[config.mk]
export PLATFORM = sky130hd
export DESIGN_NAME = id_ex_stage
export DESIGN_NICKNAME = d
export VERILOG_FILES = /design/src/rtl/id_ex_stage_pkg.sv /design/src/rtl/id_ex_stage_fwd_unit.sv /design/src/rtl/id_ex_stage.sv
export SDC_FILE = /design/constraint.sdc
export NUM_CORES = 1
export LEC_CHECK = 0
export ABC_AREA = 1
export BUFFER_PORTS_ARGS = -buffer_cell sky130_fd_sc_hd__buf_2
export CORE_MARGIN = 4
export CORE_UTILIZATION = 35
export DETAILED_ROUTE_END_ITERATION = 7
export PLACE_DENSITY = 0.73
export SLEW_MARGIN = 40
export SYNTH_ARGS = -nofsm -noshare
export SYNTH_HDL_FRONTEND = slang
export SYNTH_SLANG_ARGS = --single-unit
[constraint.sdc]
create_clock -name clk -period 3.24 [get_ports clk]
set_clock_uncertainty 0.2 [all_clocks]
set_input_delay 0.162 -clock clk [delete_from_list [all_inputs] [get_ports clk]]
set_output_delay 0.162 -clock clk [all_outputs]
set_load 0.05 [all_outputs]
[src/rtl/id_ex_stage_pkg.sv]
// Shared definitions for the ID/EX pipeline slice.
// Holds the 6-bit ALU control codes used on id_alu_ctr/ex_alu_ctr
// and the operand forward-select enumeration.
package id_ex_stage_pkg;

  // R-type ALU operations (funct encodings)
  localparam logic [5:0] ALU_ADD   = 6'b100000;
  localparam logic [5:0] ALU_ADDU  = 6'b100001;
  localparam logic [5:0] ALU_SUB   = 6'b100010;
  localparam logic [5:0] ALU_SUBU  = 6'b100011;
  localparam logic [5:0] ALU_AND   = 6'b100100;
  localparam logic [5:0] ALU_OR    = 6'b100101;
  localparam logic [5:0] ALU_XOR   = 6'b100110;
  localparam logic [5:0] ALU_NOR   = 6'b100111;
  localparam logic [5:0] ALU_SLT   = 6'b101010;
  localparam logic [5:0] ALU_SLTU  = 6'b101011;
  localparam logic [5:0] ALU_SLL   = 6'b000000;
  localparam logic [5:0] ALU_SRL   = 6'b000010;
  localparam logic [5:0] ALU_SRA   = 6'b000011;

  // I-type ALU operations (opcode encodings)
  localparam logic [5:0] ALU_ADDI  = 6'b001000;
  localparam logic [5:0] ALU_ADDIU = 6'b001001;
  localparam logic [5:0] ALU_SLTI  = 6'b001010;
  localparam logic [5:0] ALU_SLTIU = 6'b001011;
  localparam logic [5:0] ALU_ANDI  = 6'b001100;
  localparam logic [5:0] ALU_ORI   = 6'b001101;
  localparam logic [5:0] ALU_XORI  = 6'b001110;

  // Source of a forwarded operand
  typedef enum logic [1:0] {
    FWD_REGFILE = 2'd0,
    FWD_MEM     = 2'd1,
    FWD_WB      = 2'd2
  } fwd_sel_e;

endpackage

[src/rtl/id_ex_stage_fwd_unit.sv]
// ex_fwd_unit: combinational operand forwarding for the EX stage.
// Ports:
//   rs_addr/rt_addr, rs_data/rt_data : registered EX source numbers and read data
//   mem_*  : EX/MEM producer (write enable, destination, value)
//   wb_*   : MEM/WB producer (write enable, destination, value)
//   rs_fwd/rt_fwd : forwarded operand values
// The younger MEM producer wins over WB; register 0 is never forwarded.
import id_ex_stage_pkg::*;

module ex_fwd_unit #(
  parameter int DATA_W = 32,
  parameter int REG_AW = 5
) (
  input  logic [REG_AW-1:0] rs_addr,
  input  logic [REG_AW-1:0] rt_addr,
  input  logic [DATA_W-1:0] rs_data,
  input  logic [DATA_W-1:0] rt_data,
  input  logic              mem_reg_write,
  input  logic [REG_AW-1:0] mem_rd_addr,
  input  logic [DATA_W-1:0] mem_fwd_data,
  input  logic              wb_reg_write,
  input  logic [REG_AW-1:0] wb_rd_addr,
  input  logic [DATA_W-1:0] wb_fwd_data,
  output logic [DATA_W-1:0] rs_fwd,
  output logic [DATA_W-1:0] rt_fwd
);

  fwd_sel_e rs_sel;
  fwd_sel_e rt_sel;

  function automatic fwd_sel_e pick_src(
    input logic [REG_AW-1:0] src,
    input logic              m_we,
    input logic [REG_AW-1:0] m_rd,
    input logic              w_we,
    input logic [REG_AW-1:0] w_rd
  );
    fwd_sel_e sel;
    sel = FWD_REGFILE;
    if (src != '0) begin
      if (m_we && (m_rd == src))
        sel = FWD_MEM;
      else if (w_we && (w_rd == src))
        sel = FWD_WB;
    end
    return sel;
  endfunction

  always_comb begin
    rs_sel = pick_src(rs_addr, mem_reg_write, mem_rd_addr, wb_reg_write, wb_rd_addr);
    rt_sel = pick_src(rt_addr, mem_reg_write, mem_rd_addr, wb_reg_write, wb_rd_addr);
  end

  always_comb begin
    rs_fwd = rs_data;
    case (rs_sel)
      FWD_MEM: rs_fwd = mem_fwd_data;
      FWD_WB:  rs_fwd = wb_fwd_data;
      default: rs_fwd = rs_data;
    endcase
  end

  always_comb begin
    rt_fwd = rt_data;
    case (rt_sel)
      FWD_MEM: rt_fwd = mem_fwd_data;
      FWD_WB:  rt_fwd = wb_fwd_data;
      default: rt_fwd = rt_data;
    endcase
  end

endmodule

[src/rtl/id_ex_stage.sv]
// id_ex_stage: ID/EX pipeline register with load-use hazard detection,
// immediate extension and live operand forwarding.
// Ports:
//   clk, rst          : clock, asynchronous active-high reset
//   id_*              : decoded instruction fields from ID
//   mem_*, wb_*       : downstream producers for forwarding
//   flush, ex_hold    : squash entering instruction / freeze EX register
//   id_stall          : ID and IF must hold this cycle
//   ex_*              : EX-stage control and forwarded operands
import id_ex_stage_pkg::*;

module id_ex_stage #(
  parameter int DATA_W = 32,
  parameter int REG_AW = 5
) (
  input  logic              clk,
  input  logic              rst,
  input  logic              id_valid,
  input  logic [5:0]        id_alu_ctr,
  input  logic [4:0]        id_shamt,
  input  logic [REG_AW-1:0] id_rs_addr,
  input  logic [REG_AW-1:0] id_rt_addr,
  input  logic [DATA_W-1:0] id_rs_data,
  input  logic [DATA_W-1:0] id_rt_data,
  input  logic [15:0]       id_imm,
  input  logic              id_use_imm,
  input  logic              id_imm_zext,
  input  logic [REG_AW-1:0] id_rd_addr,
  input  logic              id_reg_write,
  input  logic              id_mem_read,
  input  logic              mem_reg_write,
  input  logic [REG_AW-1:0] mem_rd_addr,
  input  logic [DATA_W-1:0] mem_fwd_data,
  input  logic              wb_reg_write,
  input  logic [REG_AW-1:0] wb_rd_addr,
  input  logic [DATA_W-1:0] wb_fwd_data,
  input  logic              flush,
  input  logic              ex_hold,
  output logic              id_stall,
  output logic              ex_valid,
  output logic [5:0]        ex_alu_ctr,
  output logic [4:0]        ex_shamt,
  output logic [DATA_W-1:0] ex_src1,
  output logic [DATA_W-1:0] ex_src2,
  output logic [DATA_W-1:0] ex_store_data,
  output logic [REG_AW-1:0] ex_rd_addr,
  output logic              ex_reg_write,
  output logic              ex_mem_read
);

  logic [REG_AW-1:0] r_rs_addr;
  logic [REG_AW-1:0] r_rt_addr;
  logic [DATA_W-1:0] r_rs_data;
  logic [DATA_W-1:0] r_rt_data;
  logic [DATA_W-1:0] r_imm_ext;
  logic              r_use_imm;
  logic [DATA_W-1:0] imm_ext;
  logic              hazard;
  logic              bubble;
  logic [DATA_W-1:0] rs_fwd;
  logic [DATA_W-1:0] rt_fwd;

  always_comb begin
    imm_ext = {{(DATA_W-16){id_imm[15] & ~id_imm_zext}}, id_imm};
  end

  // rt only matters when it is actually an ALU source
  always_comb begin
    hazard = id_valid && ex_valid && ex_mem_read && (ex_rd_addr != '0) &&
             ((ex_rd_addr == id_rs_addr) ||
              (!id_use_imm && (ex_rd_addr == id_rt_addr)));
    bubble = flush || hazard || !id_valid;
    // stall is suppressed while reset is asserted
    id_stall = !rst && (ex_hold || hazard);
  end

  always_ff @(posedge clk or posedge rst) begin
    if (rst) begin
      ex_valid     <= 1'b0;
      ex_alu_ctr   <= '0;
      ex_shamt     <= '0;
      ex_rd_addr   <= '0;
      ex_reg_write <= 1'b0;
      ex_mem_read  <= 1'b0;
      r_rs_addr    <= '0;
      r_rt_addr    <= '0;
      r_rs_data    <= '0;
      r_rt_data    <= '0;
      r_imm_ext    <= '0;
      r_use_imm    <= 1'b0;
    end else if (!ex_hold) begin
      if (bubble) begin
        ex_valid     <= 1'b0;
        ex_alu_ctr   <= '0;
        ex_shamt     <= '0;
        ex_rd_addr   <= '0;
        ex_reg_write <= 1'b0;
        ex_mem_read  <= 1'b0;
        r_rs_addr    <= '0;
        r_rt_addr    <= '0;
        r_rs_data    <= '0;
        r_rt_data    <= '0;
        r_imm_ext    <= '0;
        r_use_imm    <= 1'b0;
      end else begin
        ex_valid     <= 1'b1;
        ex_alu_ctr   <= id_alu_ctr;
        ex_shamt     <= id_shamt;
        ex_rd_addr   <= id_rd_addr;
        ex_reg_write <= id_reg_write;
        ex_mem_read  <= id_mem_read;
        r_rs_addr    <= id_rs_addr;
        r_rt_addr    <= id_rt_addr;
        r_rs_data    <= id_rs_data;
        r_rt_data    <= id_rt_data;
        r_imm_ext    <= imm_ext;
        r_use_imm    <= id_use_imm;
      end
    end
  end

  // Forwarding works on the registered source numbers, so held operands
  // keep tracking producers that arrive while ex_hold is asserted.
  ex_fwd_unit #(
    .DATA_W (DATA_W),
    .REG_AW (REG_AW)
  ) u_fwd (
    .rs_addr       (r_rs_addr),
    .rt_addr       (r_rt_addr),
    .rs_data       (r_rs_data),
    .rt_data       (r_rt_data),
    .mem_reg_write (mem_reg_write),
    .mem_rd_addr   (mem_rd_addr),
    .mem_fwd_data  (mem_fwd_data),
    .wb_reg_write  (wb_reg_write),
    .wb_rd_addr    (wb_rd_addr),
    .wb_fwd_data   (wb_fwd_data),
    .rs_fwd        (rs_fwd),
    .rt_fwd        (rt_fwd)
  );

  always_comb begin
    ex_src1       = rs_fwd;
    ex_src2       = r_use_imm ? r_imm_ext : rt_fwd;
    ex_store_data = rt_fwd;
  end

endmodule
==> flow_summary.rst <==
.. list-table::
   :header-rows: 1

   * - Metric
     - Value
   * - Most used flip-flop cell after synthesis
     - dfrtp_1
   * - Clock slew seen by the registers of the worst setup and hold paths
     - 70 ps
   * - # DRC
     - 0
   * - Most area-hungry cell type in the Yosys netlist
     - dfrtp_1
   * - Start-to-end type of the worst setup path
     - flop to output port
   * - Std-Cell Rows
     - 49
   * - Relative area change from synthesis to final layout
     - 51.14%
   * - Seq/Total Area, Yosys
     - 42.21%
   * - Bufs on Longest Clock Path
     - 2
   * - Number of endpoints failing setup at the final stage
     - 0
   * - DR WL met2
     - 14,420 µm
   * - Clock net sink count
     - 111
   * - Asr flop ratio synth
     - 100.0%
   * - Final Non-Filler Cells
     - 1,608
   * - Synth top cells by count
     - 429 x nand2_1, 114 x nand3_1, 111 x dfrtp_1, 101 x a21oi_1, 85 x nor2_1
   * - Most used standard cell by instance count after synthesis
     - nand2_1
   * - Flops & latches, synth
     - 111
   * - Critical Path Source Type
     - flop
   * - Number of buffers inserted during clock tree synthesis
     - 9
   * - Total Power
     - 3.748 mW
   * - Post-Synthesis Mean Instance Area
     - 6.641 µm²
   * - Pleak
     - 5.534 nW
   * - Total negative setup slack
     - 0 ps
   * - Highest attainable clock frequency
     - 326.3 MHz
   * - Maximum number of pins on one net before global-route repair
     - 112
   * - Cell chosen for the clock root
     - clkbuf_16
   * - Antenna-violating nets left
     - 0
   * - Number of endpoints with negative hold slack in the final report
     - 0
   * - Post-synthesis cell type count
     - 20
   * - Synth top area share
     - 42.21%
   * - Starting Density
     - 36.14%
   * - Fraction of layout instances using a drive strength above 1
     - 27.03%
   * - Count of maximum capacitance violations
     - 0
   * - Power density over the cells
     - 376.8 mW/mm²
   * - Via Count
     - 8,293
   * - Count of final max-slew check failures
     - 0
   * - Type of element capturing the critical path
     - output port
   * - Placed wire-length estimate
     - 19,890 µm
   * - Yosys warnings
     - 0
   * - Data required time of the worst path
     - 2880 ps
   * - Top routing layer in use
     - met4
   * - Number of enable flip-flop cells after synthesis
     - 0
   * - Total Wirelength
     - 29,590 µm
   * - Critical path peak fanout
     - 24
   * - Floorplan die area
     - 0.02106 mm²
   * - Synthesized cell area
     - 0.006581 mm²
   * - Met1 wire length
     - 11,620 µm
   * - Actual transition at the worst max-transition pin
     - 699.0 ps
   * - Later-pin clock latency in the skew report
     - 350 ps
   * - Detailed-routing iteration count for the pre-antenna-repair pass
     - 6
   * - Status
     - completed
   * - Dominant cells by area after synthesis
     - dfrtp_1 42%, nand2_1 24%, nand3_1 8.7%
   * - Number of global-route vias before repair
     - 8,427
   * - Data arrival at the endpoint of the critical path
     - 2700 ps
   * - Design Area, Final
     - 0.009947 mm²
   * - Placeable Area
     - 0.01821 mm²
   * - Die Width
     - 145.1 µm
   * - Final critical-path share of the clock period
     - 94.58%
   * - Fin crit period
     - 3065 ps
   * - Total routing resource utilization after global routing
     - 26.51%
   * - Placer's final routability congestion estimate
     - 0.9816
   * - Placed insts
     - 1,477
   * - Wire length of the first global-routing pass
     - 45,440 µm
   * - Class of the tightest hold or removal check
     - input pin to flop
   * - H-tree levels
     - 3
   * - Post-layout net count
     - 1,567
   * - Vertical extent of the die
     - 145.1 µm
   * - Total global routing overflow
     - 0
   * - Post-route worst hold slack
     - 119.3 ps
   * - Clock tree from TritonCTS
     - built
   * - Nets in the synthesized netlist
     - 1,186
   * - Count of pins on the block boundary
     - 307
   * - Wire length on met3
     - 2355 µm
   * - Port bufs
     - 306
   * - Number of violations reported at the end of detailed-routing iteration 0
     - 711
   * - Placed instance area
     - 0.008348 mm²
   * - Number of antenna violations at the first check in global routing
     - 3
   * - Peak supply drop
     - 0.0002347 V
   * - Relative max-transition margin
     - 53.40%
   * - Detail-routed net length per standard cell
     - 18.40 µm
   * - Mapped Cells
     - 991
   * - Via density per instance
     - 5.157
through the flow:
step	setup WS [ps]	util (%)
floorplan	-210.0	-
global placement	453.0	45.85
detailed placement	435.1	45.85
CTS	44.68	53.39
global route	-60.50	54.63
finish	175.5	54.63
what timing repair did:
item,CTS,global route
setup buffers,0,0
endpoints found under the setup margin,0,43
hold buffers,111,0
resized for setup,0,78
endpoints found under the hold margin,221,0
where the power goes:
group / leakage (nW) / switching (mW) / internal, mW
Combinational: 3.91 / 0.797 / 0.394
Clock: 0.125 / 0.524 / 0.519
Sequential: 1.50 / 0.0534 / 1.46
Total: 5.53 / 1.37 / 2.37
flip-flops by register name (all words and copies together), names as in the netlist, 5 cells and up:
name / cells
r_rs_addr: 5
ex_rd_addr: 5
r_imm_ext: 17
r_rs_data: 32
r_rt_data: 32
r_rt_addr: 5
ex_shamt: 5
ex_alu_ctr: 6
critical path, cell delays in order (launching register included):
cell and delay, ps:
dfrtp_1 430, xor2_1 180, a21oi_1 120, nand4_1 120, nor2_2 140, inv_1 50, ha_1 340, inv_4 120
clkbuf_16 220, nor2_1 60, a31oi_1 210, nand2_1 80, nand2_1 60, buf_4 210
path summary, 6_finish.rpt:
kind / start / cells after the start / end / slack [ps]
setup / recovery: r_rt_addr[4] / 13 / ex_src2[27] / 180
hold / removal: ex_hold / 3 / r_rs_data[17] / 120
setup reg to reg: ex_rd_addr[0] / 8 / r_imm_ext[10] / 960
hold reg to reg: r_rs_data[23] / 2 / r_rs_data[23] / 280
max in group asynchronous: rst / 4 / r_imm_ext[1] / 2030
min in group asynchronous: rst / 4 / r_rs_data[20] / 360
placed cells by master, fill, tap and decap left out, types with 6 or more instances in the layout:
cell type        n
a21oi_1         85
a21oi_2         16
a31oi_1         12
buf_2          271
buf_4           25
buf_6           14
clkbuf_16       11
clkbuf_4        10
dfrtp_1        111
dlygate4sd3_1  111
inv_1           32
inv_2            6
nand2_1        428
nand3_1        114
nand4_1          6
nor2_1          83
cells by family (layout without fill, tap and decap cells):
logic type,count (synthesis),after routing,share of synthesized area (%)
adder cells (fa/ha/maj),4,4,0.7605
XOR/XNOR,7,7,0.9316
other,0,3,0
flip-flops,111,111,42.21
AND/OR/NAND/NOR,635,635,38.67
buffers and inverters,108,493,7.415
AO/OA/AOI/OAI,126,126,10.02
final cells by class:
class / instances / area, µm²
Fill cell: 1727 / 8262
Multi-Input combinational cell: 772 / 3418
Timing Repair Buffer: 438 / 3038
Sequential cell: 111 / 2778
Tap cell: 229 / 286.5
Clock buffer: 10 / 229.0
Inverter: 40 / 156.4
Clock inverter: 5 / 33.78
Antenna cell: 3 / 7.507
routing by layer:
metal / up-vias / track usage (%)
met3: 81 / 6.361
li1: 3931 / -
met4: 0 / 10.97
met1: 3823 / 31.96
met2: 458 / 45.61
met5: - / 0
No activity file was read; power rests on OpenSTA's default activity.
